==> config.mk <==
export PLATFORM = sky130hd
export DESIGN_NAME = mem_arbiter
export DESIGN_NICKNAME = d
export VERILOG_FILES = /design/src/rtl/mem_arbiter.sv
export SDC_FILE = /design/constraint.sdc
export NUM_CORES = 1
export LEC_CHECK = 0
export BUFFER_PORTS_ARGS = -buffer_cell sky130_fd_sc_hd__buf_2
export CAP_MARGIN = 0
export CORE_MARGIN = 3
export CORE_UTILIZATION = 52
export DETAILED_ROUTE_END_ITERATION = 8
export PLACE_DENSITY = 0.92
export SETUP_SLACK_MARGIN = 0.5
export SKIP_CTS_REPAIR_TIMING = 1
export SYNTH_ARGS = -nofsm -noshare
export SYNTH_HDL_FRONTEND = slang
export SYNTH_SLANG_ARGS = --single-unit
export TNS_END_PERCENT = 5
==> constraint.sdc <==
create_clock -name clk -period 2.8 [get_ports clk]
set_input_delay 0.14 -clock clk [delete_from_list [all_inputs] [get_ports clk]]
set_output_delay 0.14 -clock clk [all_outputs]
set_load 0.03 [all_outputs]
==> src/rtl/mem_arbiter.sv <==
// mem_arbiter
//   Shares a single memory port between the instruction-fetch requester
//   (imem) and the load/store requester (dmem). Each side owns a one-entry
//   pending buffer, where the newest request overwrites the older one. Data
//   requests win by default. A starvation counter forces an instruction
//   grant after STARVE_LIMIT consecutive data grants made while imem waits.
//   Only one transaction is outstanding at a time. Its response is routed
//   combinationally back to the side that owns it.
//
// Ports
//   clk       clock
//   rst       synchronous, active-low reset
//   imem_in   [69:0] fetch request   {valid, instr, addr[31:0], wdata[31:0], wstrb[3:0]}
//   imem_out  [32:0] fetch response  {ready, rdata[31:0]}
//   dmem_in   [69:0] load/store request (same layout as imem_in)
//   dmem_out  [32:0] load/store response (same layout as imem_out)
//   mem_in    [69:0] request to the shared memory
//   mem_out   [32:0] response from the shared memory

module mem_arbiter #(
    parameter int STARVE_LIMIT = 4
) (
    input  logic        clk,
    input  logic        rst,
    input  logic [69:0] imem_in,
    output logic [32:0] imem_out,
    input  logic [69:0] dmem_in,
    output logic [32:0] dmem_out,
    output logic [69:0] mem_in,
    input  logic [32:0] mem_out
);

    localparam int SIDE_I = 0;
    localparam int SIDE_D = 1;
    localparam int CW = (STARVE_LIMIT > 0) ? $clog2(STARVE_LIMIT + 1) : 1;
    localparam logic [CW-1:0] STARVE_MAX = CW'(STARVE_LIMIT);

    typedef enum logic [1:0] {IDLE, BUSY_I, BUSY_D} state_t;

    state_t         state_reg;
    logic [CW-1:0]  starve_cnt_reg;

    logic [1:0][69:0] req_in;
    logic [1:0][68:0] pend_fields;
    logic [1:0]       pend_valid;
    logic [1:0]       issue;

    logic        mem_ready;
    logic [31:0] mem_rdata;
    logic        can_issue;
    logic        sel_i;

    assign req_in[SIDE_I] = imem_in;
    assign req_in[SIDE_D] = dmem_in;
    assign mem_ready      = mem_out[32];
    assign mem_rdata      = mem_out[31:0];

    // One-entry pending buffer per requester. A new valid request always
    // wins over clearing on issue, so a request presented in its own side's
    // issue cycle stays pending with the new fields.
    generate
        for (genvar gi = 0; gi < 2; gi++) begin : g_pend
            logic [68:0] fields_reg;
            logic        valid_reg;

            always_ff @(posedge clk) begin
                if (!rst) begin
                    valid_reg  <= 1'b0;
                    fields_reg <= '0;
                end else if (req_in[gi][69]) begin
                    valid_reg  <= 1'b1;
                    fields_reg <= req_in[gi][68:0];
                end else if (issue[gi]) begin
                    valid_reg  <= 1'b0;
                end
            end

            assign pend_fields[gi] = fields_reg;
            assign pend_valid[gi]  = valid_reg;
        end
    endgenerate

    // The port is free in IDLE. It is also free in the completion cycle of
    // a busy state, because the memory accepts a new request alongside
    // mem_ready.
    always_comb begin
        can_issue = (state_reg == IDLE) || mem_ready;
        sel_i     = pend_valid[SIDE_I] &&
                    (!pend_valid[SIDE_D] || (starve_cnt_reg == STARVE_MAX));
        issue[SIDE_I] = can_issue && sel_i;
        issue[SIDE_D] = can_issue && pend_valid[SIDE_D] && !sel_i;
    end

    always_comb begin
        mem_in = '0;
        if (issue[SIDE_I]) begin
            mem_in = {1'b1, pend_fields[SIDE_I]};
        end else if (issue[SIDE_D]) begin
            mem_in = {1'b1, pend_fields[SIDE_D]};
        end
    end

    // The response goes only to the owner of the outstanding transaction.
    // A stray mem_ready in IDLE reaches neither side.
    always_comb begin
        imem_out = '0;
        dmem_out = '0;
        if (mem_ready && (state_reg == BUSY_I)) begin
            imem_out = {1'b1, mem_rdata};
        end
        if (mem_ready && (state_reg == BUSY_D)) begin
            dmem_out = {1'b1, mem_rdata};
        end
    end

    always_ff @(posedge clk) begin
        if (!rst) begin
            state_reg      <= IDLE;
            starve_cnt_reg <= '0;
        end else begin
            if (issue[SIDE_I]) begin
                state_reg <= BUSY_I;
            end else if (issue[SIDE_D]) begin
                state_reg <= BUSY_D;
            end else if ((state_reg != IDLE) && mem_ready) begin
                state_reg <= IDLE;
            end

            // The count measures data grants made while a fetch is waiting.
            if (issue[SIDE_I] || !pend_valid[SIDE_I]) begin
                starve_cnt_reg <= '0;
            end else if (issue[SIDE_D] && (starve_cnt_reg != STARVE_MAX)) begin
                starve_cnt_reg <= starve_cnt_reg + CW'(1);
            end
        end
    end

endmodule

# Word-level counts from Yosys, hierarchy flattened
# Cells that the tools add are included.
dict set report totals {
  reg_bits 145
  latchBits 0
  ramBits 0
  mem_bits_ro 0
  input_bits 175
  output_inout_bits 136
  mem_count 0
}
dict set report op_classes {
  n_addsub 1
  mul 0
  div 0
  n_lt_le_gt_ge 0
  n_eq_ne 4
  n_shift 0
  muxes 11
  n_bitwise 1
  reduce_logical 22
}
# cell count
set ops {}
lappend ops {{70-bit two-way mux} 2}
lappend ops {{33-bit two-way mux} 2}
lappend ops {{1-bit logical AND} 8}
lappend ops {{2-bit nonzero test} 4}
lappend ops {{1-bit two-way mux} 5}
lappend ops {{2-bit two-way mux} 2}
lappend ops {{2-bit OR reduction} 2}
lappend ops {{3-bit by 1-bit adder with 3-bit output (second input constant)} 1}
lappend ops {{3-bit equality test (second input constant)} 1}
lappend ops {{1-bit logical NOT} 3}
lappend ops {{1-bit logical OR} 3}
lappend ops {{3-bit inequality test (second input constant)} 1}
lappend ops {{3-bit nonzero test} 1}
lappend ops {{2-bit by 1-bit equality test with 1-bit output (second input constant)} 1}
lappend ops {{2-bit equality test (second input constant)} 1}
lappend ops {{2-bit logical NOT} 1}
lappend ops {{1-bit NOT} 1}

# Logic depth before layout (Yosys ltp)
dict set report depth {
  depth_word 7
  depth_mapped 8
  depth_no_buf 5
}

# Least setup slack after synthesis
# OpenSTA, ideal clock, no wires.
dict set report synth_timing {
  path_kind {flip-flop to output port}
  start {register starve_cnt_reg[0]}
  end {output mem_in[0]}
  arrival_time_ns 1.675
  path_slack_ns 0.985
  path_stages_with_launch 9
  path_buffers 3
  cell_sequence {dfxtp_1 > inv_1 > ha_1 > a21bo_1 > buf_2 > and2_4 > buf_6 > buf_6 > o21ai_2}
}
dict set report synth_via {
  elab_chain_len 7
  elab_cells_between_ends 8
  cone_classes {eq/ne (1); mux (2); reduce/logical (5)}
}
# item line
set synth_rtl {}
lappend synth_rtl {{start, declared} 41} ;# logic [CW-1:0] starve_cnt_reg;
lappend synth_rtl {{start signal, assigned} 133} ;# starve_cnt_reg <= starve_cnt_reg + CW'(1);
lappend synth_rtl {{3-bit equality test (*)} 89} ;# (!pend_valid[SIDE_D] || (starve_cnt_reg == STARVE_MAX));
lappend synth_rtl {{1-bit logical OR (*)} 89}
lappend synth_rtl {{1-bit logical AND (*)} 88} ;# sel_i = pend_valid[SIDE_I] &&
lappend synth_rtl {{1-bit logical NOT} 91} ;# issue[SIDE_D] = can_issue && pend_valid[SIDE_D] && !sel_i;
lappend synth_rtl {{1-bit logical AND} 91}
lappend synth_rtl {{70-bit two-way mux} 98} ;# end else if (issue[SIDE_D]) begin
lappend synth_rtl {{70-bit two-way mux (*)} 96} ;# if (issue[SIDE_I]) begin
lappend synth_rtl {{end, declared} 29} ;# output logic [69:0] mem_in,
# Every way passes the cells marked *; elsewhere a longest branch is shown, timed or not.

# Final worst setup path
dict set report layout_timing {
  start {register starve_cnt_reg[1]}
  end {output mem_in[66]}
}
# Same word-level chain as after synthesis.

==> metrics.yaml <==
synthesis:
  synth-seq-cells: 145
  synth.avg_cell_area_um2: 8.880
  ys_seq_area_share_pct: 40.16
  synth_fp_nets: 991
  synth_top_area_cell: "dfxtp_1"
  synthArstFlopShare_pct: 0
  ys_types: 30
  postSynthCellCount: 814
  synth_area_mm2: 0.007228
  synth_edf_count: 0
  synth.area.top_cells: "dfxtp_1, mux2i_1, o21ai_2"
  synth_warnings: 0
  synthFlopType: "dfxtp_1"
  yosysTopAreaCellShare_pct: 40.16
drt:
  routed_via_density: 5.924
  dr.pass1.iters: 6
  route.vias.total: 8175
  initialDrtViolationCount: 828
  drt-total-wl_um: 28570
  antenna_left: 0
  post_drt_wl_per_cell_um: 20.70
  drc_errors: 0
run_status:
  violations: "negative hold slack"
  status: "finished, violations left"
clock_tree:
  cts_tree: "built"
  clock_latency_ns: 0.42
  h-tree-depth: 4
  path_clk_slew_ns: 0.06
  cts.sinks: 145
  clock_path_buffers: 2
  cts_buffers: 17
  clockRootBuffer: "clkbuf_16"
layout:
  area_delta_synth_final_pct: 45.51
  final_layout_size_suffix_gt1_share_pct: 36.79
  largest_reg_flops: 138
  design_area_mm2: 0.01052
  nets: 1363
timing:
  setup_tns_ns: 0
  final_hold_viol_count: 18
  setup_violations: 0
  slew_violations: 0
  finalCritPeriodShare_pct: 82.44
  setup_ws_ns: 0.4916
  holdWs_ns: -0.03343
  slew_headroom_pct: 40.87
  fmax_ghz: 0.4332
  min_period_ns: 2.308
  rsz0062_at_grt: "true"
  tightest_slew_ns: 0.8869
  skew_ns: 0.005489
floorplanning:
  io_pins: 311
  die_h_um: 123.9
  coreArea_mm2: 0.01340
  start_util_pct: 53.94
  rows: 42
  dieArea_mm2: 0.01535
  die_w_um: 123.9
global_routing:
  grt_pass1_vias: 6636
  grt_max_degree: 142
  grt.overflow.total: 0
  grt_pass1_wl_um: 33380
  gr-usage-all-layers_pct: 27.75
  antenna_found_initial: 7
setup_path:
  cp-startpoint: "starve_cnt_reg[1]"
  r2r-start: "g_pend[1].valid_reg"
  cp_max_fo: 13
  critical_path_class: "register to primary output"
  ff2ff_setup_slack_ns: 1.07
  endpoint: "mem_in[66]"
  crit_arrival_ns: 2.17
  r2r_cells: 4
  worstReg2RegEnd: "starve_cnt_reg[0]"
  start_kind: "register"
  cp.required_ns: 2.66
  end_kind: "primary output"
placed_design:
  dpl-instance-area_mm2: 0.008737
  port-buffer-count: 310
  gp_congestion: 0.8048
  dpl_worst_slack_ns: 0.4641
  dpl.hpwl_um: 14850
hold_path:
  hold_class: "primary input to register"
  min_from: "dmem_in[9]"
pwr:
  leakage_nw: 5.163
  powerDensity_mw_per_mm2: 532.3
  ir_drop_mv: 0.4092
job:
  drv_cap: 0
worst min-delay path by stage:
stage	end	slack [ns]	cells past startpoint
2_1_floorplan	g_pend[0].fields_reg[29]	0.29	2
3_3_place_gp	g_pend[1].fields_reg[19]	0.37	3
3_5_place_dp	g_pend[1].fields_reg[51]	0.38	3
4_1_cts	g_pend[1].fields_reg[27]	-0.05	3
5_1_grt	g_pend[1].fields_reg[63]	-0.009	3
6_report	g_pend[1].fields_reg[9]	-0.03	3
per-stage QoR:
step	cells	hold slack [ns]	util, %	total power [mW]
floorplan	814	0.2871	-	2.861
global placement	1228	0.3705	65.20	3.118
detailed placement	1228	0.3795	65.20	3.139
CTS	1257	-0.05131	69.53	5.386
global route	1379	-0.009482	78.47	5.773
finish	1380	-0.03343	78.49	5.599
layer usage:
metal	global-route usage, %	share of wire, %	vias up	wire [um]
li1	-	-	3603	-
met1	30.80	33	3738	9569
met2	48.06	50	647	14190
met3	7.584	9.5	185	2713
met4	15.13	7.3	2	2083
met5	0	0.046	-	13
cells in the final DEF, fill, tap and decap left out, drive strengths merged, types with 4 or more instances in the layout:
| cell type | n |
|---|---|
| inv | 5 |
| diode | 8 |
| dlygate4sd3 | 103 |
| buf | 328 |
| mux2i | 138 |
| nand4 | 69 |
| clkbuf | 23 |
| a21oi | 6 |
| nand2 | 5 |
| o21ai | 71 |
| dfxtp | 145 |
| nor2 | 141 |
| and2 | 67 |
| clkinv | 4 |
| nand3 | 73 |
layout make-up:
type / count / area, um^2
fill: 787 / 2883
antenna: 8 / 20.02
clock buffer: 19 / 442.9
multi-input combinational: 583 / 3933
clock inverter: 10 / 137.6
sequential: 145 / 2907
tap: 176 / 220.2
inverter: 4 / 17.52
timing repair buffer: 435 / 2840
Yosys cell counts (all sizes together) (2+ instances only):
master,n
a21oi,6
and2,65
buf,40
clkbuf,44
dfxtp,145
ha,2
inv,4
mux2i,138
nand2,5
nand2b,2
nand3,73
nand4,69
nor2,141
o21ai,71
logic make-up after synthesis:
| kind of cell | synth area share [%] |
|---|---|
| AO/OA/AOI/OAI | 9.849 |
| AND/OR/NAND/NOR | 24.79 |
| multiplexers | 19.11 |
| buffers and inverters | 5.747 |
| flip-flops | 40.16 |
| adder cells (fa/ha/maj) | 0.3461 |
report_power, final:
part	total [mW]	switching (mW)	internal [mW]
combinational	1.05	0.617	0.433
clock	2.29	0.879	1.41
sequential	2.26	0.0750	2.19
total	5.60	1.57	4.03
critical path, stage by stage, from the launching register on:
cell and delay, ns:
dfxtp_1 0.36, inv_1 0.05, ha_1 0.23, a21bo_4 0.27
and2_2 0.37, o21ai_2 0.23, buf_2 0.23
Power figures use the tool's default switching activity.
